[src/rtl/uart_transceiver.sv]
// Full-duplex 8N1 UART: an edge-triggered byte transmitter and a mid-bit
// sampling byte receiver sharing one clock and asynchronous reset.
module uart_transceiver #(
  parameter int CLK_FREQ  = 50_000_000,
  parameter int BAUD_RATE = 115200
) (
  input  logic       sys_clk,
  input  logic       sys_rst_n,
  input  logic       uart_en,
  input  logic [7:0] uart_din,
  output logic       uart_tx_busy,
  output logic       uart_txd,
  input  logic       uart_rxd,
  output logic       uart_done,
  output logic [7:0] uart_data
);

  localparam int BPS_CNT = CLK_FREQ / BAUD_RATE;
  localparam int CW      = $clog2(BPS_CNT + 1);
  localparam logic [CW-1:0] CNT_ZERO = {CW{1'b0}};
  localparam logic [CW-1:0] CNT_ONE  = {{(CW-1){1'b0}}, 1'b1};
  localparam logic [CW-1:0] BPS_LAST = CW'(BPS_CNT - 1);
  localparam logic [CW-1:0] BPS_MID  = CW'(BPS_CNT / 2);

  typedef enum logic [0:0] {TX_IDLE = 1'b0, TX_SEND = 1'b1} tx_state_t;
  typedef enum logic [0:0] {RX_IDLE = 1'b0, RX_RECV = 1'b1} rx_state_t;

  // ---------------- transmitter ----------------
  logic          en_d0_r, en_d1_r;
  logic          tx_start_s;
  tx_state_t     tx_state_r, tx_state_n;
  logic [CW-1:0] tx_clk_r, tx_clk_n;
  logic [3:0]    tx_bit_r, tx_bit_n;
  logic [7:0]    tx_shift_r, tx_shift_n;
  logic          txd_r, txd_n;
  logic          busy_r, busy_n;

  assign tx_start_s = en_d0_r & ~en_d1_r;

  // Request edge detector for uart_en
  always_ff @(posedge sys_clk or negedge sys_rst_n) begin
    if (!sys_rst_n) begin
      en_d0_r <= 1'b0;
      en_d1_r <= 1'b0;
    end else begin
      en_d0_r <= uart_en;
      en_d1_r <= en_d0_r;
    end
  end

  // Transmit state and datapath registers
  always_ff @(posedge sys_clk or negedge sys_rst_n) begin
    if (!sys_rst_n) begin
      tx_state_r <= TX_IDLE;
      tx_clk_r   <= CNT_ZERO;
      tx_bit_r   <= 4'd0;
      tx_shift_r <= 8'h00;
      txd_r      <= 1'b1;
      busy_r     <= 1'b0;
    end else begin
      tx_state_r <= tx_state_n;
      tx_clk_r   <= tx_clk_n;
      tx_bit_r   <= tx_bit_n;
      tx_shift_r <= tx_shift_n;
      txd_r      <= txd_n;
      busy_r     <= busy_n;
    end
  end

  // Transmit next-state: txd_n is the level of the bit that starts next cycle
  always_comb begin
    tx_state_n = tx_state_r;
    tx_clk_n   = tx_clk_r;
    tx_bit_n   = tx_bit_r;
    tx_shift_n = tx_shift_r;
    txd_n      = txd_r;
    busy_n     = busy_r;
    case (tx_state_r)
      TX_IDLE: begin
        if (tx_start_s) begin
          tx_state_n = TX_SEND;
          tx_clk_n   = CNT_ZERO;
          tx_bit_n   = 4'd0;
          tx_shift_n = uart_din;
          txd_n      = 1'b0;
          busy_n     = 1'b1;
        end else begin
          txd_n  = 1'b1;
          busy_n = 1'b0;
        end
      end
      TX_SEND: begin
        if (tx_clk_r == BPS_LAST) begin
          tx_clk_n = CNT_ZERO;
          if (tx_bit_r == 4'd9) begin
            tx_state_n = TX_IDLE;
            txd_n      = 1'b1;
            busy_n     = 1'b0;
          end else begin
            tx_bit_n = tx_bit_r + 4'd1;
            if (tx_bit_r == 4'd8) begin
              txd_n = 1'b1;
            end else begin
              txd_n      = tx_shift_r[0];
              tx_shift_n = {1'b0, tx_shift_r[7:1]};
            end
          end
        end else begin
          tx_clk_n = tx_clk_r + CNT_ONE;
        end
      end
      default: begin
        tx_state_n = TX_IDLE;
        txd_n      = 1'b1;
        busy_n     = 1'b0;
      end
    endcase
  end

  assign uart_txd     = txd_r;
  assign uart_tx_busy = busy_r;

  // ---------------- receiver ----------------
  logic          rx_s0_r, rx_s1_r, rx_d_r;
  logic          rx_fall_s;
  rx_state_t     rx_state_r, rx_state_n;
  logic [CW-1:0] rx_clk_r, rx_clk_n;
  logic [3:0]    rx_bit_r, rx_bit_n;
  logic [7:0]    rx_shift_r, rx_shift_n;
  logic [7:0]    rx_data_r, rx_data_n;
  logic          done_r, done_n;

  assign rx_fall_s = rx_d_r & ~rx_s1_r;

  // Synchronizer for the asynchronous rx pin plus one delay stage
  always_ff @(posedge sys_clk or negedge sys_rst_n) begin
    if (!sys_rst_n) begin
      rx_s0_r <= 1'b0;
      rx_s1_r <= 1'b0;
      rx_d_r  <= 1'b0;
    end else begin
      rx_s0_r <= uart_rxd;
      rx_s1_r <= rx_s0_r;
      rx_d_r  <= rx_s1_r;
    end
  end

  // Receive state and datapath registers
  always_ff @(posedge sys_clk or negedge sys_rst_n) begin
    if (!sys_rst_n) begin
      rx_state_r <= RX_IDLE;
      rx_clk_r   <= CNT_ZERO;
      rx_bit_r   <= 4'd0;
      rx_shift_r <= 8'h00;
      rx_data_r  <= 8'h00;
      done_r     <= 1'b0;
    end else begin
      rx_state_r <= rx_state_n;
      rx_clk_r   <= rx_clk_n;
      rx_bit_r   <= rx_bit_n;
      rx_shift_r <= rx_shift_n;
      rx_data_r  <= rx_data_n;
      done_r     <= done_n;
    end
  end

  // Receive next-state: all decisions are taken at the bit midpoint
  always_comb begin
    rx_state_n = rx_state_r;
    rx_clk_n   = rx_clk_r;
    rx_bit_n   = rx_bit_r;
    rx_shift_n = rx_shift_r;
    rx_data_n  = rx_data_r;
    done_n     = 1'b0;
    case (rx_state_r)
      RX_IDLE: begin
        if (rx_fall_s) begin
          rx_state_n = RX_RECV;
          rx_clk_n   = CNT_ZERO;
          rx_bit_n   = 4'd0;
        end else begin
          rx_state_n = RX_IDLE;
        end
      end
      RX_RECV: begin
        if (rx_clk_r == BPS_LAST) begin
          rx_clk_n = CNT_ZERO;
          rx_bit_n = rx_bit_r + 4'd1;
        end else begin
          rx_clk_n = rx_clk_r + CNT_ONE;
        end
        if (rx_clk_r == BPS_MID) begin
          if (rx_bit_r == 4'd0) begin
            // A start bit that has gone high again by mid-bit is a glitch
            if (rx_s1_r) begin
              rx_state_n = RX_IDLE;
            end else begin
              rx_state_n = RX_RECV;
            end
          end else if (rx_bit_r == 4'd9) begin
            rx_state_n = RX_IDLE;
            if (rx_s1_r) begin
              rx_data_n = rx_shift_r;
              done_n    = 1'b1;
            end else begin
              rx_data_n = rx_data_r;
            end
          end else begin
            rx_shift_n = {rx_s1_r, rx_shift_r[7:1]};
          end
        end else begin
          rx_shift_n = rx_shift_r;
        end
      end
      default: begin
        rx_state_n = RX_IDLE;
      end
    endcase
  end

  assign uart_done = done_r;
  assign uart_data = rx_data_r;

endmodule

[config.mk]
export PLATFORM = sky130hd
export DESIGN_NAME = uart_transceiver
export DESIGN_NICKNAME = d
export VERILOG_FILES = /design/src/rtl/uart_transceiver.sv
export SDC_FILE = /design/constraint.sdc
export NUM_CORES = 1
export LEC_CHECK = 0
export CAP_MARGIN = 20
export CORE_ASPECT_RATIO = 1.25
export CORE_MARGIN = 8
export CORE_UTILIZATION = 40
export CTS_CLUSTER_DIAMETER = 50
export DETAILED_ROUTE_END_ITERATION = 10
export PLACE_DENSITY_LB_ADDON = 0.1
export SLEW_MARGIN = 20
export SYNTH_ARGS = -nofsm -noshare
export SYNTH_HDL_FRONTEND = slang
export SYNTH_SLANG_ARGS = --single-unit
[constraint.sdc]
create_clock -name sys_clk -period 2.9 [get_ports sys_clk]
set_clock_uncertainty 0.05 [all_clocks]
set_input_delay 0.58 -clock sys_clk [delete_from_list [all_inputs] [get_ports sys_clk]]
set_output_delay 0.58 -clock sys_clk [all_outputs]
set_load 0.01 [all_outputs]
==> results.py, run 1 <==
metrics = {
    "run_status": {
        "status": "finished clean",
    },
    "detailed_routing": {
        "wl_per_cell_um": 14.4,
        "via_per_inst": 5.14,
        "routed_wl_um": 5580,
        "num_vias": 2001,
        "drtAntennaViolNets": 0,
        "drtPass1Iterations": 4,
        "route.detailed.drc": 0,
        "drtIter0Drc": 71,
    },
    "logic_synthesis": {
        "synthXorXnorAreaFrac": 0.0121,
        "postSynth.asyncResetShare": 1.00,
        "synth_compound_area_frac": 0.102,
        "synthAdderAreaFrac": 0.0432,
        "syn_area_mm2": 0.00290,
        "ys_seq_area_frac": 0.519,
        "yosysTopAreaCell": "dfrtp_1",
        "synth_top_family_by_area": "simple AND/OR/NAND/NOR gates",
        "avgSynthCellArea_um2": 11.1,
        "syn_inst": 262,
        "syn_nets": 284,
        "synth-simple-area-share": 0.156,
        "synth_mux_area_frac": 0.137,
        "synth-main-ff-cell": "dfrtp_1",
        "ys_types": 45,
        "synth-seq-cells": 60,
        "netlist_top_cells_area": "dfrtp_1, mux2_2, ha_1",
        "yosysWarnings": 0,
        "synth-edff-count": 0,
        "yosys.area.top_type_share": 0.510,
    },
    "cts": {
        "cts_tree": "built",
        "cts_max_level": 3,
        "clock_latency_ns": 0.34,
        "clk_pin_slew_ns": 0.07,
        "post-cts-setup-buffers": 0,
        "cts.sinks": 60,
        "cts_buffers": 9,
        "clockBufferDepth": 2,
        "ctsHoldBuffers": 0,
        "root_buffer": "clkbuf_8",
        "cts_resized": 0,
    },
    "timing": {
        "slew_violations": 0,
        "finalCritPeriodShare": 0.699,
        "rsz0062_at_grt": "false",
        "fmax_mhz": 493,
        "timing.hold.ws_ns": 0.233,
        "maxSlewHeadroom": 0.530,
        "hold_viol": 0,
        "report.final.setup_viol": 0,
        "finalSetupTns_ns": 0,
        "tightest_slew_ns": 0.705,
        "min_period_ns": 2.03,
    },
    "floorplan": {
        "die-area_mm2": 0.0102,
        "top_level_ports": 23,
        "placementRows": 34,
        "die_h_um": 111,
        "fp.dieW_um": 92.1,
        "start_util": 0.415,
        "core_area_mm2": 0.00698,
    },
    "power_and_ir_drop": {
        "power_mw": 2.05,
        "power_density_mw_per_mm2": 600,
        "vdd.ir_drop.worst_mv": 0.353,
        "p_leak_nw": 1.52,
    },
    "setup_path": {
        "required_ns": 3.07,
        "critPathLaunch": "rx_clk_r[1]$_DFFE_PN0P_",
        "start_kind": "flip-flop",
        "critPathKind": "flip-flop to flip-flop",
        "slowest_stage": "nor4_4",
        "critical_path.endpoint_type": "flip-flop",
        "ff2ff_setup_slack_ns": 0.87,
        "arrival_ns": 2.20,
        "r2r.worst_path.cells": 6,
        "critical-path-top-delay-family": "simple AND/OR/NAND/NOR gates",
        "r2r-start": "rx_clk_r[1]$_DFFE_PN0P_",
        "crit_fanout": 8,
        "cp_cell_sequence": "inv_1, ha_1, and3b_1, nand4_2, nor4_4, mux2_2",
        "critPathMaxStageDelay_ns": 0.46,
        "reg2reg_to": "uart_data[0]$_DFFE_PN0P_",
        "cp_num_buf_inv": 1,
    },
    "place": {
        "io_buffers": 22,
        "gp_congestion": 0.780,
        "post_dp_cell_area_mm2": 0.00324,
        "hpwl_um": 3830,
    },
    "global_routing": {
        "grt_pass1_wl_um": 9520,
        "grt_start_max_net_pins": 32,
        "grt_overflow": 0,
        "track_usage": 0.115,
        "antenna_found_initial": 0,
        "grt_pass1_vias": 2016,
    },
    "final_layout": {
        "nets": 316,
        "diodes": 0,
        "layout-drive-gt1-share": 0.207,
        "fillers": 653,
        "final_area_mm2": 0.00342,
        "syn_to_final_growth_pct": 18.1,
    },
    "worst_hold_path": {
        "hp-class": "input port to async pin",
    },
    "run": {
        "drv_cap": 0,
    },
}
==> worst max path at each step <==
stage                                     to  slack, ns  cells past startpoint
floorplan           uart_data[0]$_DFFE_PN0P_       1.07                      6
global placement    uart_data[6]$_DFFE_PN0P_       0.88                      6
detailed placement  uart_data[6]$_DFFE_PN0P_       0.85                      6
CTS                 uart_data[0]$_DFFE_PN0P_       0.84                      6
global route        uart_data[6]$_DFFE_PN0P_       0.72                      6
finish              uart_data[0]$_DFFE_PN0P_       0.87                      6
==> per-layer routing <==
layer	track usage	up-vias	share of wire
met1	0.139	981	0.48
met5	0	-	0
met2	0.180	19	0.48
met4	0.0420	0	0.011
met3	0.0434	6	0.027
li1	-	995	-
==> state kept, by name, summed over array words and instances, names as in the netlist, 4 cells and up <==
name	flops
rx_clk_r	9
tx_clk_r	9
rx_shift_r	8
tx_shift_r	8
uart_data	8
rx_bit_r	4
tx_bit_r	4
==> area by class of cell <==
type | instances | area [µm²] | share of cell area
clock buffers | 9 | 124 | 0.0362
clock inverters | 7 | 52.6 | 0.0154
inverters | 19 | 71.3 | 0.0209
multi-input cells | 179 | 1310 | 0.382
flip-flops and latches | 60 | 1500 | 0.440
well taps | 90 | 113 | 0.0329
repair buffers | 25 | 250 | 0.0732
==> power by group <==
part | leakage (nW) | switching (mW) | internal, mW
Clock | 0.0779 | 0.359 | 0.312
Sequential | 0.776 | 0.140 | 0.944
Combinational | 0.668 | 0.144 | 0.153
Total | 1.52 | 0.643 | 1.41
==> cell families after synthesis <==
| logic type | Yosys count |
|---|---|
| flops | 60 |
| buf+inv | 23 |
| fa+ha+maj | 10 |
| mux | 36 |
| simple gates | 79 |
| xor+xnor | 4 |
| compound gates | 50 |
==> worst register-to-register path, stage by stage (launching register included) <==
cell and delay (ns):
dfrtp_1 0.41, inv_1 0.07, ha_1 0.15, and3b_1 0.21, nand4_2 0.17, nor4_4 0.46
mux2_2 0.39
==> per-stage QoR <==
stage / setup slack (ns) / cells / util
after global routing: 0.715 / 389 / 0.490
after global placement: 0.878 / 373 / 0.465
after detailed placement: 0.845 / 373 / 0.465
final: 0.872 / 389 / 0.490
after floorplan: 1.07 / 262 / -
after CTS: 0.843 / 389 / 0.490
==> cell usage in the layout (no fill, tap or decap), drive strengths merged, types with 4 or more instances in the layout <==
cell           synthesis  routed
a21oi                 14      14
buf                    1       4
clkbuf                 3       9
clkdlybuf4s50          0      21
clkinvlp               0       4
dfrtp                 59      59
ha                    10      10
inv                   19      20
mux2                  30      30
mux2i                  6       6
nand2                 30      30
nand3                 10      10
nand4                  5       5
nor2                   4       4
nor3                   4       4
o21ai                 19      19
xor2                   4       4
==> cells in the mapped netlist, types with 2 or more instances <==
master,count
dfrtp_1,59
mux2_2,30
nand2_1,30
inv_1,19
o21ai_0,18
a21oi_1,14
ha_1,10
nand3_1,10
mux2i_1,6
nand4_1,4
nor3_1,4
xor2_1,4
a31oi_1,3
clkbuf_1,3
nand2b_1,3
nand3b_1,3
nor2_1,3
o22ai_1,3
o31ai_1,3
or2_2,3
or3_1,3
nand4b_1,2
o211ai_1,2
or4_1,2
Power figures use the tool's default switching activity.
==> run 2, diff against run 1 <==
==> constraint.sdc (replaced) <==
create_clock -name sys_clk -period 1.85 [get_ports sys_clk]
set_clock_uncertainty 0.05 [all_clocks]
set_input_delay 0.37 -clock sys_clk [delete_from_list [all_inputs] [get_ports sys_clk]]
set_output_delay 0.37 -clock sys_clk [all_outputs]
set_load 0.01 [all_outputs]
==> run 2 against run 1 <==
Against the previous run:
- combinational power up 140%
- highest routed layer unchanged
- via count grew 6.0%
- sequential power is 49% higher
- die area is the same
- global-route usage increased by 0.80 points
- count of clock-buffer cells in the layout rose by 1
- largest cell class unchanged
- wire length increased by 1.8%
- register-to-register slack lost 0.81 ns
- cell area up 8.4%
==> results.py, run 2 (synthesized netlist as in run 1, its figures left out) <==
metrics = {
    "detailed_routing": {
        "drtIter0Drc": 30,
        "route.detailed.drc": 0,
        "wl_per_cell_um": 13.7,
        "num_vias": 2121,
        "routed_wl_um": 5680,
        "drtAntennaViolNets": 0,
        "drtPass1Iterations": 4,
        "via_per_inst": 5.11,
    },
    "global_routing": {
        "grt_start_max_net_pins": 32,
        "grt_pass1_wl_um": 10200,
        "grt_overflow": 0,
        "grt_pass1_vias": 2239,
        "track_usage": 0.123,
        "antenna_found_initial": 0,
    },
    "cts": {
        "root_buffer": "clkbuf_8",
        "clk_pin_slew_ns": 0.07,
        "cts_buffers": 9,
        "clockBufferDepth": 2,
        "clock_latency_ns": 0.34,
        "cts.sinks": 60,
        "cts_tree": "built",
        "cts_max_level": 3,
    },
    "timing": {
        "report.final.setup_viol": 0,
        "timing.hold.ws_ns": 0.326,
        "worst_slack_ns": 0.0598,
        "hold_viol": 0,
        "fmax_mhz": 559,
        "min_period_ns": 1.79,
        "tightest_slew_ns": 0.395,
        "slew_violations": 0,
        "rsz0062_at_grt": "true",
        "finalCritPeriodShare": 0.968,
        "maxSlewHeadroom": 0.737,
    },
    "floorplan": {
        "fp.dieW_um": 92.1,
        "start_util": 0.415,
        "die_h_um": 111,
        "placementRows": 34,
        "die-area_mm2": 0.0102,
        "core_area_mm2": 0.00698,
        "top_level_ports": 23,
    },
    "power_and_ir_drop": {
        "p_leak_nw": 1.70,
        "p_int_mw": 2.65,
        "p_seq_frac": 0.437,
        "switching_power_mw": 1.04,
        "switching_share": 0.282,
        "p_clk_frac": 0.371,
        "vdd.ir_drop.worst_mv": 0.545,
        "power_density_mw_per_mm2": 997,
        "power_mw": 3.69,
        "comb_power_share": 0.192,
    },
    "final_layout": {
        "layout-drive-gt1-share": 0.274,
        "nets": 342,
        "syn_to_final_growth_pct": 28.0,
        "multi_input_area_mm2": 0.00132,
        "diodes": 0,
        "regArea_mm2": 0.00150,
        "post-route-util": 0.531,
        "fillers": 644,
        "layout_common_cells": "dfrtp_1, nand2_1, mux2_2",
        "final_common_cell": "dfrtp_1",
        "top_regs": "rx_clk_r (9), tx_clk_r (9)",
    },
    "place": {
        "gp_congestion": 0.742,
        "io_buffers": 22,
        "hpwl_um": 4140,
        "place_ws_ns": 0.00796,
    },
    "setup_path": {
        "required_ns": 2.02,
        "start_kind": "flip-flop",
        "arrival_ns": 1.96,
        "critical_path.endpoint_type": "flip-flop",
        "slowest_stage": "dfrtp_1",
        "critical-path-top-delay-family": "simple AND/OR/NAND/NOR gates",
        "cp_cell_sequence": "inv_1, ha_1, and3b_2, nand4_4, nor4_4, buf_6, mux2_2",
        "crit_fanout": 8,
        "cp_num_buf_inv": 2,
        "critPathMaxStageDelay_ns": 0.39,
        "critPathKind": "flip-flop to flip-flop",
    },
    "run_status": {
        "status": "finished clean",
    },
    "run": {
        "drv_cap": 0,
    },
    "worst_hold_path": {
        "hp-class": "flip-flop to flip-flop",
    },
}
==> run 2: worst paths after layout <==
| kind | from | end | slack [ns] | cells past startpoint |
|---|---|---|---|---|
| worst max-delay path | rx_clk_r[1]$_DFFE_PN0P_ | uart_data[1]$_DFFE_PN0P_ | 0.06 | 7 |
| worst min-delay path | rx_s0_r$_DFF_PN0_ | rx_s1_r$_DFF_PN0_ | 0.33 | 0 |
| worst max register to register | rx_clk_r[1]$_DFFE_PN0P_ | uart_data[1]$_DFFE_PN0P_ | 0.06 | 7 |
| worst min register to register | rx_s0_r$_DFF_PN0_ | rx_s1_r$_DFF_PN0_ | 0.33 | 0 |
| max in group asynchronous | sys_rst_n | uart_txd$_DFFE_PN1P_ | 0.90 | 3 |
| min in group asynchronous | sys_rst_n | rx_bit_r[1]$_DFFE_PN0P_ | 0.53 | 3 |
==> run 2: power groups by stage <==
| stage | registers (mW) | clock network [mW] | logic [mW] |
|---|---|---|---|
| 2_1_floorplan | 1.67 | 0 | 0.341 |
| 3_3_place_gp | 1.64 | 0 | 0.681 |
| 3_5_place_dp | 1.64 | 0 | 0.685 |
| 4_1_cts | 1.61 | 1.41 | 0.692 |
| 5_1_grt | 1.64 | 1.47 | 0.798 |
| 6_report | 1.61 | 1.37 | 0.708 |
==> run 2: cell type report <==
cell class                      instances  area share
Clock buffer                           10      0.0371
Clock inverter                          6      0.0253
Inverter                               19      0.0193
Multi-Input combinational cell        179       0.356
Sequential cell                        60       0.406
Tap cell                               90      0.0304
Timing Repair Buffer                   51       0.126
==> run 2: metrics by stage <==
| step | instances | setup TNS (ns) | cell area, µm² |
|---|---|---|---|
| after CTS | 414 | 0 | 3680 |
| final | 415 | 0 | 3700 |
| after floorplan | 262 | 0 | 2900 |
| after global placement | 397 | 0 | 3430 |
| after detailed placement | 397 | 0 | 3430 |
| after global routing | 415 | -0.0714 | 3700 |
==> run 2: layer usage <==
metal / routed length (µm) / vias to the layer above / track usage
met1: 2570 / 1035 / 0.138
met5: 0 / - / 0
met2: 2810 / 23 / 0.206
li1: - / 1054 / -
met3: 219 / 9 / 0.0461
met4: 92 / 0 / 0.0420
==> run 2: timing repair <==
action	in CTS	in global routing
resized for setup	0	6
hold buffers	1	0
endpoints found under the hold margin	6	0
setup buffers	0	1
endpoints found under the setup margin	0	24
